**src/rtl/decade_count_ctrl_pkg.sv**
```systemverilog
// Shared constants for the decade counter controller: state encodings and BCD limits.
package decade_count_ctrl_pkg;

    localparam int         BCD_W   = 4;
    localparam logic [3:0] BCD_MAX = 4'd9;

    localparam logic [1:0] ST_IDLE  = 2'd0;
    localparam logic [1:0] ST_RUN   = 2'd1;
    localparam logic [1:0] ST_PAUSE = 2'd2;
    localparam logic [1:0] ST_HOLD  = 2'd3;

    // Out-of-range preset nibbles load as 9 so a digit never holds a non-BCD code.
    function automatic logic [BCD_W-1:0] bcd_clamp(input logic [BCD_W-1:0] v);
        return (v > BCD_MAX) ? BCD_MAX : v;
    endfunction

endpackage

```
**src/rtl/decade_count_ctrl_digit.sv**
```systemverilog
// One synchronous mod-10 digit with clamped parallel load; tc flags the digit at 9.
module decade_digit
    import decade_count_ctrl_pkg::*;
(
    input  logic             clk,
    input  logic             clear,
    input  logic             en,
    input  logic             load,
    input  logic [BCD_W-1:0] load_val,
    output logic [BCD_W-1:0] q,
    output logic             tc
);

    always_ff @(posedge clk) begin
        if (!clear) begin
            q <= '0;
        end else if (load) begin
            q <= bcd_clamp(load_val);
        end else if (en) begin
            q <= (q == BCD_MAX) ? '0 : q + 1'b1;
        end
    end

    assign tc = (q == BCD_MAX);

endmodule

```
**src/rtl/decade_count_ctrl.sv**
```systemverilog
// Run/pause/preset controller for a cascade of decade digits forming a BCD event counter.
//   state    | meaning
//   ST_IDLE  | after reset, waiting for start or preset
//   ST_RUN   | ticks are counted
//   ST_PAUSE | count frozen, preset or start accepted
//   ST_HOLD  | terminal count reached with WRAP=0, only preset leaves
module decade_count_ctrl
    import decade_count_ctrl_pkg::*;
#(
    parameter int DIGITS = 2,
    parameter int WRAP   = 1
) (
    input  logic                    clk,
    input  logic                    clear,
    input  logic                    start,
    input  logic                    stop,
    input  logic                    tick,
    input  logic                    lap,
    input  logic                    preset_en,
    input  logic [BCD_W*DIGITS-1:0] preset_val,
    output logic [BCD_W*DIGITS-1:0] count,
    output logic [BCD_W*DIGITS-1:0] lap_val,
    output logic                    running,
    output logic                    done,
    output logic                    overflow
);

    localparam logic WRAP_EN = (WRAP != 0);

    logic [1:0]        state;
    logic [1:0]        state_nxt;
    logic [DIGITS-1:0] tc;
    logic [DIGITS-1:0] carry;
    logic              run_tick;
    logic              at_max;
    logic              cnt_en;
    logic              load;

    assign run_tick = (state == ST_RUN) && tick;
    assign at_max   = run_tick && (&tc);
    // Without wrap the all-9s tick is swallowed so the count parks at its maximum.
    assign cnt_en   = run_tick && !(at_max && !WRAP_EN);
    assign load     = preset_en && (state != ST_RUN);

    genvar g;
    generate
        for (g = 0; g < DIGITS; g++) begin : g_digit
            if (g == 0) begin : g_first
                assign carry[g] = cnt_en;
            end else begin : g_next
                assign carry[g] = carry[g-1] && tc[g-1];
            end

            decade_digit u_digit (
                .clk      (clk),
                .clear    (clear),
                .en       (carry[g]),
                .load     (load),
                .load_val (preset_val[g*BCD_W +: BCD_W]),
                .q        (count[g*BCD_W +: BCD_W]),
                .tc       (tc[g])
            );
        end
    endgenerate

    always_comb begin
        state_nxt = state;
        case (state)
            ST_IDLE, ST_PAUSE: begin
                if (preset_en) begin
                    state_nxt = ST_PAUSE;
                end else if (start && !stop) begin
                    state_nxt = ST_RUN;
                end
            end
            ST_RUN: begin
                if (stop) begin
                    state_nxt = ST_PAUSE;
                end else if (at_max && !WRAP_EN) begin
                    state_nxt = ST_HOLD;
                end
            end
            ST_HOLD: begin
                if (preset_en) begin
                    state_nxt = ST_PAUSE;
                end
            end
            default: state_nxt = ST_IDLE;
        endcase
    end

    always_ff @(posedge clk) begin
        if (!clear) begin
            state    <= ST_IDLE;
            lap_val  <= '0;
            overflow <= 1'b0;
        end else begin
            state    <= state_nxt;
            overflow <= at_max && WRAP_EN;
            if (lap) begin
                lap_val <= count;
            end
        end
    end

    assign running = (state == ST_RUN);
    assign done    = (state == ST_HOLD);

endmodule
```
**config.mk**
```make
export PLATFORM = sky130hd
export DESIGN_NAME = decade_count_ctrl
export DESIGN_NICKNAME = d
export VERILOG_FILES = /design/src/rtl/decade_count_ctrl_pkg.sv /design/src/rtl/decade_count_ctrl_digit.sv /design/src/rtl/decade_count_ctrl.sv
export SDC_FILE = /design/constraint.sdc
export NUM_CORES = 1
export LEC_CHECK = 0
export ABC_CLOCK_PERIOD_IN_PS = 1700
export BUFFER_PORTS_ARGS = -buffer_cell sky130_fd_sc_hd__buf_2
export CAP_MARGIN = 20
export CORE_ASPECT_RATIO = 0.8
export CORE_MARGIN = 4
export CORE_UTILIZATION = 47
export DETAILED_ROUTE_END_ITERATION = 7
export HOLD_SLACK_MARGIN = 0.08
export PLACE_DENSITY = 0.75
export SETUP_SLACK_MARGIN = 0.15
export SLEW_MARGIN = 5
export SYNTH_ARGS = -nofsm -noshare
export SYNTH_HDL_FRONTEND = slang
export SYNTH_SLANG_ARGS = --single-unit
```
**constraint.sdc**
```tcl
create_clock -name clk -period 1.7 [get_ports clk]
set_input_delay 0.17 -clock clk [delete_from_list [all_inputs] [get_ports clk]]
set_output_delay 0.17 -clock clk [all_outputs]
set_load 0.005 [all_outputs]
```
---- Yosys cells after proc, flatten, opt, wreduce, memory -nomap -nowiden ----
Index checks and enable logic that the tools add are counted.
storage, ports and cells
  flip-flop bits (word level) ............. 19
  bits of input ports ..................... 15
  output and inout port bits .............. 19
  word-level logic and storage cells ...... 43
operators by class
  add/subtract/negate cells ............... 2
  $lt $le $gt $ge ......................... 2
  eq/ne operators ......................... 9
  multiplexer cells ....................... 13
  reduce and logical (&&, ||, !) cells .... 12
operator list
  kind                   count
  $mux W4                8
  $add A4 B1 Y4 const B  2
  $eq A4 B4 Y1 const B   2
  $gt A4 B4 Y1 const B   2
  $mux W2                4
  $pmux W2 S3            1
  $logic_and A1 B1 Y1    5
  $eq A2 B2 Y1 const B   2
  $ne A2 B2 Y1 const B   2
  $reduce_bool A2 Y1     2
  $ne A3 B3 Y1 const B   1
  $reduce_and A3 Y1      1
  $eq A2 B1 Y1 const B   1
  $logic_not A2 Y1       1
  $ne A2 B1 Y1 const B   1
  $reduce_and A2 Y1      1
  $reduce_or A2 Y1       1
  $logic_not A1 Y1       1

---- Logic depth before layout (Yosys ltp) ----
Gate-level depths: netlist (run 1).
  word-level depth ........................ 5
  mapped depth ............................ 5
  gate-level depth less buffers ........... 4

---- Cells and area by module ----
A second synthesis (run 1) with hierarchy kept.
unflattened totals
  cells, all modules ...................... 103
  area, all modules ....................... 998.5 um^2
modules (own cells, without submodules)
  module             instances  cells each  area an instance (um^2)  sequential area each (um^2)
  decade_digit       2          30          265.3                    80.1
  decade_count_ctrl  1          43          467.9                    220.2

---- Worst setup path before layout (run 1) ----
Ideal clock, no wire load.
  kind .................................... register to register
  start point ............................. register g_digit[0].u_digit.q[1]
  end point ............................... register g_digit[1].u_digit.q[3]
  data arrival time ....................... 1.361 ns
  setup slack ............................. 0.265 ns
  cell stages (with the launch flop) ...... 5
  path buffers ............................ 0
  period minus slack after synthesis ...... 1.435 ns
  cell sequence ........................... dfxtp_1 and4bb_2 nand3_2 or4b_1 a31oi_1
between the ends
  cells in the longest elaborated chain, start to end .. 3
ends and longest elaborated chain
  element                              RTL line                       RTL
  start: declaration                   decade_count_ctrl_digit.sv:10  output logic [BCD_W-1:0] q,
  start signal: assignment             decade_count_ctrl_digit.sv:18  q <= bcd_clamp(load_val);
  start signal: assignment             decade_count_ctrl_digit.sv:20  q <= (q == BCD_MAX) ? '0 : q + 1'b1;
  $eq A4 B4 Y1                         decade_count_ctrl_digit.sv:24  assign tc = (q == BCD_MAX);
  $logic_and A1 B1 Y1                  decade_count_ctrl.sv:51        assign carry[g] = carry[g-1] && tc[g-1];
  $reduce_bool A2 Y1 (no source line)  -
  end signal: assignment               decade_count_ctrl_digit.sv:18
  end signal: assignment               decade_count_ctrl_digit.sv:20
  end: declaration                     decade_count_ctrl_digit.sv:10
No other way between the ends.
A chain may end at the register's enable or synchronous reset.

---- Worst setup path in the final report (run 1) ----
  start point ............................. register g_digit[0].u_digit.q[2]
  end point ............................... register g_digit[1].u_digit.q[1]
Same word-level chain as after synthesis.

==> run metrics, run 1 <==
vias in the first global route 796; ys flop type dfxtp_1; most frequent cell after synthesis dfxtp_1; DR top layer met4; total CTS buffers 3; DR WL/cell 13.9 um; final period utilization 0.877; Synth cell types 35; Comb pwr share 0.160; GRT Util Overall 0.170; Final nets 154; Layout Skew 0.00668 ns; post-route ant nets 0; synthesis warning total 0; fmax 0.671 GHz; Async SR Flop Fraction 0; Slew HR 0.677; Final Max Tran Viols 0; die width 57.2 um; final instance area 0.00116 mm^2; clock transition at the registers of the reported paths 0.11 ns; EDFF count, synth 0; Pwr Density 741 mW/mm^2; max_cap viols 0; Avg Cell Area, Syn 9.10 um^2; final non-filler cell total 160; top cells by area, synth dfxtp_1 (42%), mux2i_1 (9.9%), nor2_1 (4.5%), o21ai_0 (3.9%), xor2_1 (3.9%); WL met3 159 um; status completed; first drt pass iteration count 4; hold_buf cts 0; IO Count 34; Critical Path Start Type register; layout cells sized above 1 0.406; Yosys reg bits 19; Tightest Pin Transition 0.484 ns; Fin. Hold Viols 0; critical path required time 1.92 ns; Setup CP Type reg -> reg; Sw Pwr 0.000230 W; placed cell area 0.00109 mm^2; worst path cell trace and4bb_2, nand2_2, or3_1, a311oi_2; Critical Path End Type register; Core Util, Final 0.673; DIE HEIGHT 47.4 um; clock buffer depth 2; Initial Utilization 0.528; WP data arrival 1.71 ns; RSZ-0062 raised after global routing yes; Worst VDD drop 0.774 mV; drt drc 0; Port-buffer cells 33; 1st-iter DRT viols 34; Clk pwr share 0.267; WL final 2220 um; DR vias/cell 5.61; Sw Share 0.268; global route overflow 0; Post-synth top cells dfxtp_1 (19), nor2_1 (11), mux2i_1 (9); design internal power 0.000629 W; fill count 149; Num Clock Sinks 19; sequential share of power 0.574; Largest stage delay, worst path 0.37 ns; HP Class in -> reg; leading area contributor after synthesis dfxtp_1; area of the die 0.00271 mm^2; Seq/Total Area, Yosys 0.418; largest net degree at the start of global routing 16; CTS tree done; antenna cells 0; Inst Count DP 153; Post-Syn Instances 100; Clock Tree Root clkbuf_4; row count 13; Worst-Skew Late Latency 0.30 ns; DRT met1 WL 992 um; CORE AREA 0.00172 mm^2; WL met2 1050 um; PnR Total Power 0.000860 W; H-tree depth 1; Placer Congestion 0.754; CP max-delay cell dfxtp_4; multi-input logic area 513 um^2; total number of vias 898; post-synth net total 115; Leakage 0.539 nW; Yosys top cell area share 0.418; flip-flop and latch area 390 um^2; Post-Syn Area 910 um^2; Sum Neg Setup Slack 0 ns; Final Setup Violations 0; initial antenna violation count 0; first-pass GRT wire length 3470 um; Period minus WS final 1.49 ns; crit-path max FO 4; area grow syn2layout 27.5%; Final HPWL DP 1620 um
power groups by stage:
stage	clock network, W	registers (W)	logic, W
2_1_floorplan	0	0.000502	0.0000721
3_3_place_gp	0	0.000502	0.000126
3_5_place_dp	0	0.000502	0.000128
4_1_cts	0.000236	0.000493	0.000129
5_1_grt	0.000257	0.000497	0.000152
6_report	0.000229	0.000493	0.000137
per-layer routing:
| layer | GRT usage | vias to the layer above |
|---|---|---|
| li1 | - | 434 |
| met2 | 0.303 | 36 |
| met1 | 0.202 | 423 |
| met4 | 0.0556 | 0 |
| met3 | 0.0522 | 5 |
| met5 | 0 | - |
cell type report:
class | instances | area share
well taps | 22 | 0.0237
flip-flops and latches | 19 | 0.337
repair buffers | 37 | 0.168
multi-input cells | 76 | 0.442
inverters | 2 | 0.00647
clock buffers | 4 | 0.0227
cell families after synthesis:
family                 synth area share
buffers and inverters            0.0289
flip-flops                        0.418
AO/OA/AOI/OAI                     0.146
XOR/XNOR                         0.0385
AND/OR/NAND/NOR                   0.270
multiplexers                     0.0990
worst max-delay path, delay by kind of cell (launching register included):
kind | cells | cell delay, ns
AO/OA/AOI/OAI | 1 | 0.26
AND/OR/NAND/NOR | 3 | 0.78
flip-flops | 1 | 0.37
worst paths after layout:
path	start	to	slack, ns	depth (start not counted)
max	g_digit[0].u_digit.q[2]$_SDFFE_PN0P_	g_digit[1].u_digit.q[1]$_SDFFE_PN0P_	0.21	4
min	preset_val[7]	g_digit[1].u_digit.q[2]$_SDFFE_PN0P_	0.11	2
max reg2reg	g_digit[0].u_digit.q[2]$_SDFFE_PN0P_	g_digit[1].u_digit.q[1]$_SDFFE_PN0P_	0.21	4
min reg2reg	lap_val[5]$_SDFFE_PN0P_	lap_val[5]$_SDFFE_PN0P_	0.50	2
through the flow:
step | hold slack, ns | setup WS [ns]
2_1_floorplan | 0.287 | 0.265
3_3_place_gp | 0.423 | 0.245
3_5_place_dp | 0.426 | 0.180
4_1_cts | 0.101 | 0.162
5_1_grt | 0.105 | 0.132
6_report | 0.109 | 0.209
placed cells by master (no fill, tap or decap), drive strengths merged, types with 2 or more instances in the layout:
cell,Yosys,routed
a31oi,3,3
buf,2,37
clkbuf,1,4
xor2,4,4
o21ai,7,7
nor2b,6,6
nor2,11,11
mux2i,9,9
inv,2,2
nor3b,2,2
and2,2,2
nand2,8,8
a211oi,2,2
nand2b,2,2
dfxtp,19,19
a21oi,4,4
nand3,2,2
sequential cells by signal (all words and copies together), names as in the netlist:
name	flops
lap_val	8
overflow	1
g_digit.u_digit.q	8
state	2
what timing repair did:
item                       4_1_cts  5_1_grt
hold endpoints to repair         0        0
setup buffers                    0        3
gates resized for setup          0       10
setup endpoints to repair        0        4
Note: power is estimated with default switching activity, not from simulation.
==> run 2, diff against run 1 <==
- PLACE_DENSITY: 0.75 -> default
- PLACE_DENSITY_LB_ADDON: default -> 0.2
==> run 2 against run 1 <==
Effect of this change: sequential power hardly changed; utilization is 0.15 points lower; final cell count stayed put; worst setup slack worse by 0.052 ns; hold slack better by 0.0077 ns; register-to-register slack worse by 0.05 ns; sequential cell count stayed put; sequential share of layout area is 0.073 points higher; first-iteration DRC count is 15% lower; critical endpoint unchanged; non-clock buffer count stayed put; die area stayed put; largest cell class unchanged; wire length is 4.0% higher; highest routed layer unchanged; largest power group unchanged.
==> run metrics, run 2 (synthesized netlist as in run 1, its figures left out) <==
status completed; critical path required time 1.91 ns; setup ws final 0.157 ns; dpl ws 0.147 ns; vias in the first global route 844; Worst R2R Start g_digit[0].u_digit.q[2]$_SDFFE_PN0P_; hold_buf cts 0; Final nets 154; Hold Path End g_digit[1].u_digit.q[0]$_SDFFE_PN0P_; DIE HEIGHT 47.4 um; Sum Neg Setup Slack 0 ns; Tightest Pin Transition 0.480 ns; layout cells sized above 1 0.406; most frequent cells in the layout buf_2 (33), dfxtp_1 (13), nor2_1 (11), mux2i_1 (9), nand2_1 (8); die width 57.2 um; WP data arrival 1.75 ns; WHS 0.116 ns; hold_sp preset_val[4]; R2R Path End g_digit[1].u_digit.q[1]$_SDFFE_PN0P_; Final HPWL DP 1670 um; r2r setup slk 0.16 ns; max_cap viols 0; first drt pass iteration count 4; crit-path max FO 6; PnR Total Power 0.000865 W; RSZ-0062 raised after global routing yes; Leakage 0.540 nW; Final Max Tran Viols 0; final period utilization 0.908; most common cell after layout, fill and taps aside buf_2; first-pass GRT wire length 3680 um; WL final 2310 um; Placer Congestion 0.724; GRT Util Overall 0.184; row count 13; post-route ant nets 0; Hold Crit Depth 2; Critical Path End Type register; Top Registers g_digit.u_digit.q: 8 flops, lap_val: 8 flops, state: 2 flops; Critical Path Start Type register; CORE AREA 0.00172 mm^2; Port-buffer cells 33; fill count 147; Num Clock Sinks 19; Final Setup Violations 0; Clock Tree Root clkbuf_4; Worst Reg-to-Reg Cells 4; Slew HR 0.679; Period minus WS final 1.54 ns; Worst VDD drop 0.513 mV; clock buffer depth 2; fmax 0.648 GHz; drt drc 0; largest net degree at the start of global routing 16; DR WL/cell 14.4 um; area of the die 0.00271 mm^2; Initial Utilization 0.528; Layout Skew 0.0129 ns; DR vias/cell 5.55; IO Count 34; CTS tree done; global route overflow 0; Pwr Density 748 mW/mm^2; 1st-iter DRT viols 29; H-tree depth 1; area grow syn2layout 27.2%; Setup CP Type reg -> reg; total number of vias 888; HP Class in -> reg; clock transition at the registers of the reported paths 0.12 ns; antenna cells 0; Core Util, Final 0.671; Worst-Skew Late Latency 0.31 ns; initial antenna violation count 0; total CTS buffers 3; Fin. Hold Viols 0
-- run 2: stage by stage --
step	std cells	cell area [um^2]
2_1_floorplan	100	910
3_3_place_gp	153	1090
3_5_place_dp	153	1090
4_1_cts	158	1130
5_1_grt	160	1160
6_report	160	1160
-- run 2: what timing repair did --
item	CTS	global route
pin swaps	0	2
gates resized for setup	4	5
buffers inserted	1	2
setup endpoints to repair	1	3
-- run 2: where the power goes --
part           switching (W)  internal (W)
Combinational      0.0000661     0.0000662
Clock               0.000150     0.0000880
Sequential         0.0000258      0.000469
Total               0.000242      0.000623
-- run 2: cell type report --
cell class	instances	area [um^2]	share of cell area
Clock buffer	3	22.5	0.0195
Clock inverter	1	5.00	0.00432
Inverter	2	7.51	0.00649
Multi-Input combinational cell	76	509	0.440
Sequential cell	19	390	0.337
Tap cell	22	27.5	0.0238
Timing Repair Buffer	37	195	0.169
-- run 2: worst max-delay path, stage by stage, from the launching register on --
cell and delay [ns]:
dfxtp_4 0.38, and4bb_2 0.32, nand2_1 0.11, or3_1 0.36, a311oi_1 0.27
-- run 2: how the worst max path moves through the flow --
| stage | startpoint | endpoint | slack [ns] | cells past startpoint |
|---|---|---|---|---|
| global route | g_digit[0].u_digit.q[2]$_SDFFE_PN0P_ | g_digit[1].u_digit.q[1]$_SDFFE_PN0P_ | 0.14 | 4 |
| detailed placement | state[1]$_SDFFE_PN0P_ | g_digit[1].u_digit.q[1]$_SDFFE_PN0P_ | 0.15 | 4 |
| finish | g_digit[0].u_digit.q[2]$_SDFFE_PN0P_ | g_digit[1].u_digit.q[1]$_SDFFE_PN0P_ | 0.16 | 4 |
| global placement | g_digit[0].u_digit.q[2]$_SDFFE_PN0P_ | g_digit[1].u_digit.q[3]$_SDFFE_PN0P_ | 0.25 | 4 |
| CTS | g_digit[0].u_digit.q[3]$_SDFFE_PN0P_ | g_digit[1].u_digit.q[1]$_SDFFE_PN0P_ | 0.15 | 4 |
| floorplan | g_digit[0].u_digit.q[1]$_SDFFE_PN0P_ | g_digit[1].u_digit.q[3]$_SDFFE_PN0P_ | 0.26 | 4 |
-- run 2: routing by layer --
metal / GRT usage / part of all wire / up-vias
met3: 0.0659 / 0.055 / 9
met1: 0.208 / 0.46 / 419
met2: 0.314 / 0.45 / 28
li1: - / - / 432
met5: 0 / 0 / -
met4: 0.102 / 0.029 / 0
==> run 3, diff against run 2 <==
- ABC_CLOCK_PERIOD_IN_PS: 1700 -> 1350
- CORE_UTILIZATION: 47 -> 42
- clock period: 1.7 -> 1.35 ns (I/O delays scaled with it)
==> run 3 against run 2 <==
Effect of this change: the run now ends with setup timing left; critical path depth stayed put; final cell count is 11% higher; hold slack worse by 0.021 ns; first-iteration DRC count is 41% lower; via count is 2.9% higher; die area is 10% higher; utilization is 1.4 points higher; sequential cell count stayed put; register-to-register slack worse by 0.25 ns; largest cell class unchanged.
==> run metrics, run 3 (synthesized netlist as in run 1, its figures left out) <==
Layout Skew 0.00143 ns; vias in the first global route 878; fmax 0.692 GHz; Clk pwr share 0.247; antenna cells 0; Largest stage delay, worst path 0.47 ns; Placer Congestion 0.753; total CTS buffers 3; design internal power 0.000827 W; Fin. Hold Viols 0; Worst-Skew Late Latency 0.29 ns; post-route ant nets 0; largest net degree at the start of global routing 16; GRT Util Overall 0.172; most frequent cells in the layout buf_2 (33), buf_4 (16), dfxtp_1 (13), nor2_1 (11), mux2i_1 (9); Crit path buffers/inverters 0; Comb pwr share 0.206; clock transition at the registers of the reported paths 0.10 ns; initial antenna violation count 0; 1st-iter DRT viols 17; IO Count 34; layout cells sized above 1 0.506; die width 60.0 um; drt drc 0; Sw Pwr 0.000292 W; WP data arrival 1.66 ns; Critical Path Start Type register; area grow syn2layout 47.7%; Port-buffer cells 33; Num Clock Sinks 19; Final Setup Violations 3; sequential share of power 0.546; Final Max Tran Viols 0; CORE AREA 0.00196 mm^2; max_cap viols 0; RSZ-0062 raised after global routing yes; Critical Path End Type register; DIE HEIGHT 49.6 um; area of the die 0.00298 mm^2; most common cell after layout, fill and taps aside buf_2; HP Class in -> reg; crit-path max FO 2; total number of vias 914; worst path cell trace and4bb_2, nand3_2, or4b_1, a31oi_1; DR WL/cell 13.7 um; Final HPWL DP 1840 um; critical path required time 1.57 ns; Clock Tree Root clkbuf_4; CP delay by family, top simple AND/OR/NAND/NOR gates; Sw Share 0.261; first drt pass iteration count 4; Worst VDD drop 0.729 mV; Tightest Pin Transition 0.490 ns; final period utilization 1.07; H-tree depth 1; Final nets 170; status complete, but fails checks; Top Registers g_digit.u_digit.q: 8 flops, lap_val: 8 flops, state: 2 flops; clock buffer depth 2; Initial Utilization 0.464; Inst Count DP 171; Setup CP Type reg -> reg; Slew HR 0.673; Core Util, Final 0.685; failing checks setup timing; global route overflow 0; CP max-delay cell or4b_1; first-pass GRT wire length 3930 um; Leakage 0.636 nW; DR vias/cell 5.13; WL final 2440 um; CTS tree done; final non-filler cell total 178; Period minus WS final 1.44 ns; setup ws final -0.0944 ns; row count 14; Pwr Density 833 mW/mm^2
-- run 3: area by class of cell --
type | instances | area, um^2
multi-input combinational | 76 | 559
clock buffer | 4 | 26.3
fill | 161 | 618
tap | 24 | 30.0
sequential | 19 | 390
timing repair buffer | 53 | 330
inverter | 2 | 7.51
-- run 3: repair_timing --
| action | 4_1_cts | 5_1_grt |
|---|---|---|
| hold buffers | 0 | 0 |
| gates resized for setup | 13 | 9 |
| pin swaps | 10 | 7 |
| endpoints found under the setup margin | 11 | 11 |
| buffers inserted | 3 | 0 |
-- run 3: final timing paths --
check	to	cells past startpoint	from	slack (ns)
max	g_digit[1].u_digit.q[3]$_SDFFE_PN0P_	4	g_digit[0].u_digit.q[1]$_SDFFE_PN0P_	-0.09
min	g_digit[1].u_digit.q[2]$_SDFFE_PN0P_	2	preset_val[7]	0.1
max reg2reg	g_digit[1].u_digit.q[3]$_SDFFE_PN0P_	4	g_digit[0].u_digit.q[1]$_SDFFE_PN0P_	-0.09
min reg2reg	lap_val[0]$_SDFFE_PN0P_	2	lap_val[0]$_SDFFE_PN0P_	0.50
-- run 3: layer usage --
metal | GRT usage | wire (um)
met1 | 0.215 | 1120
met2 | 0.291 | 1180
met3 | 0.0496 | 117
met4 | 0.0332 | 17
met5 | 0 | 0
-- run 3: per-stage QoR --
stage               instance area (um^2)  hold slack, ns  power (W)  worst slack (ns)  TNS, ns
floorplan                            913           0.252   0.000724           -0.0561  -0.0971
global placement                    1220           0.384   0.000829           -0.0209  -0.0209
detailed placement                  1220           0.399   0.000837            -0.112   -0.182
CTS                                 1310          0.0832    0.00112           -0.0979   -0.179
global route                        1340          0.0890    0.00119            -0.155   -0.423
finish                              1340          0.0953    0.00112           -0.0944   -0.144
-- run 3: power groups by stage --
| stage | clock (W) | sequential (W) | combinational (W) |
|---|---|---|---|
| finish | 0.000277 | 0.000611 | 0.000231 |
| global route | 0.000315 | 0.000616 | 0.000254 |
| CTS | 0.000284 | 0.000611 | 0.000224 |
| detailed placement | 0 | 0.000622 | 0.000215 |
| global placement | 0 | 0.000619 | 0.000209 |
| floorplan | 0 | 0.000633 | 0.0000908 |
-- run 3: worst reg2reg max path, delay by kind of cell, from the launching register on --
family	cells	cell delay, ns
AND/OR/NAND/NOR	3	0.87
flip-flops	1	0.33
AO/OA/AOI/OAI	1	0.18
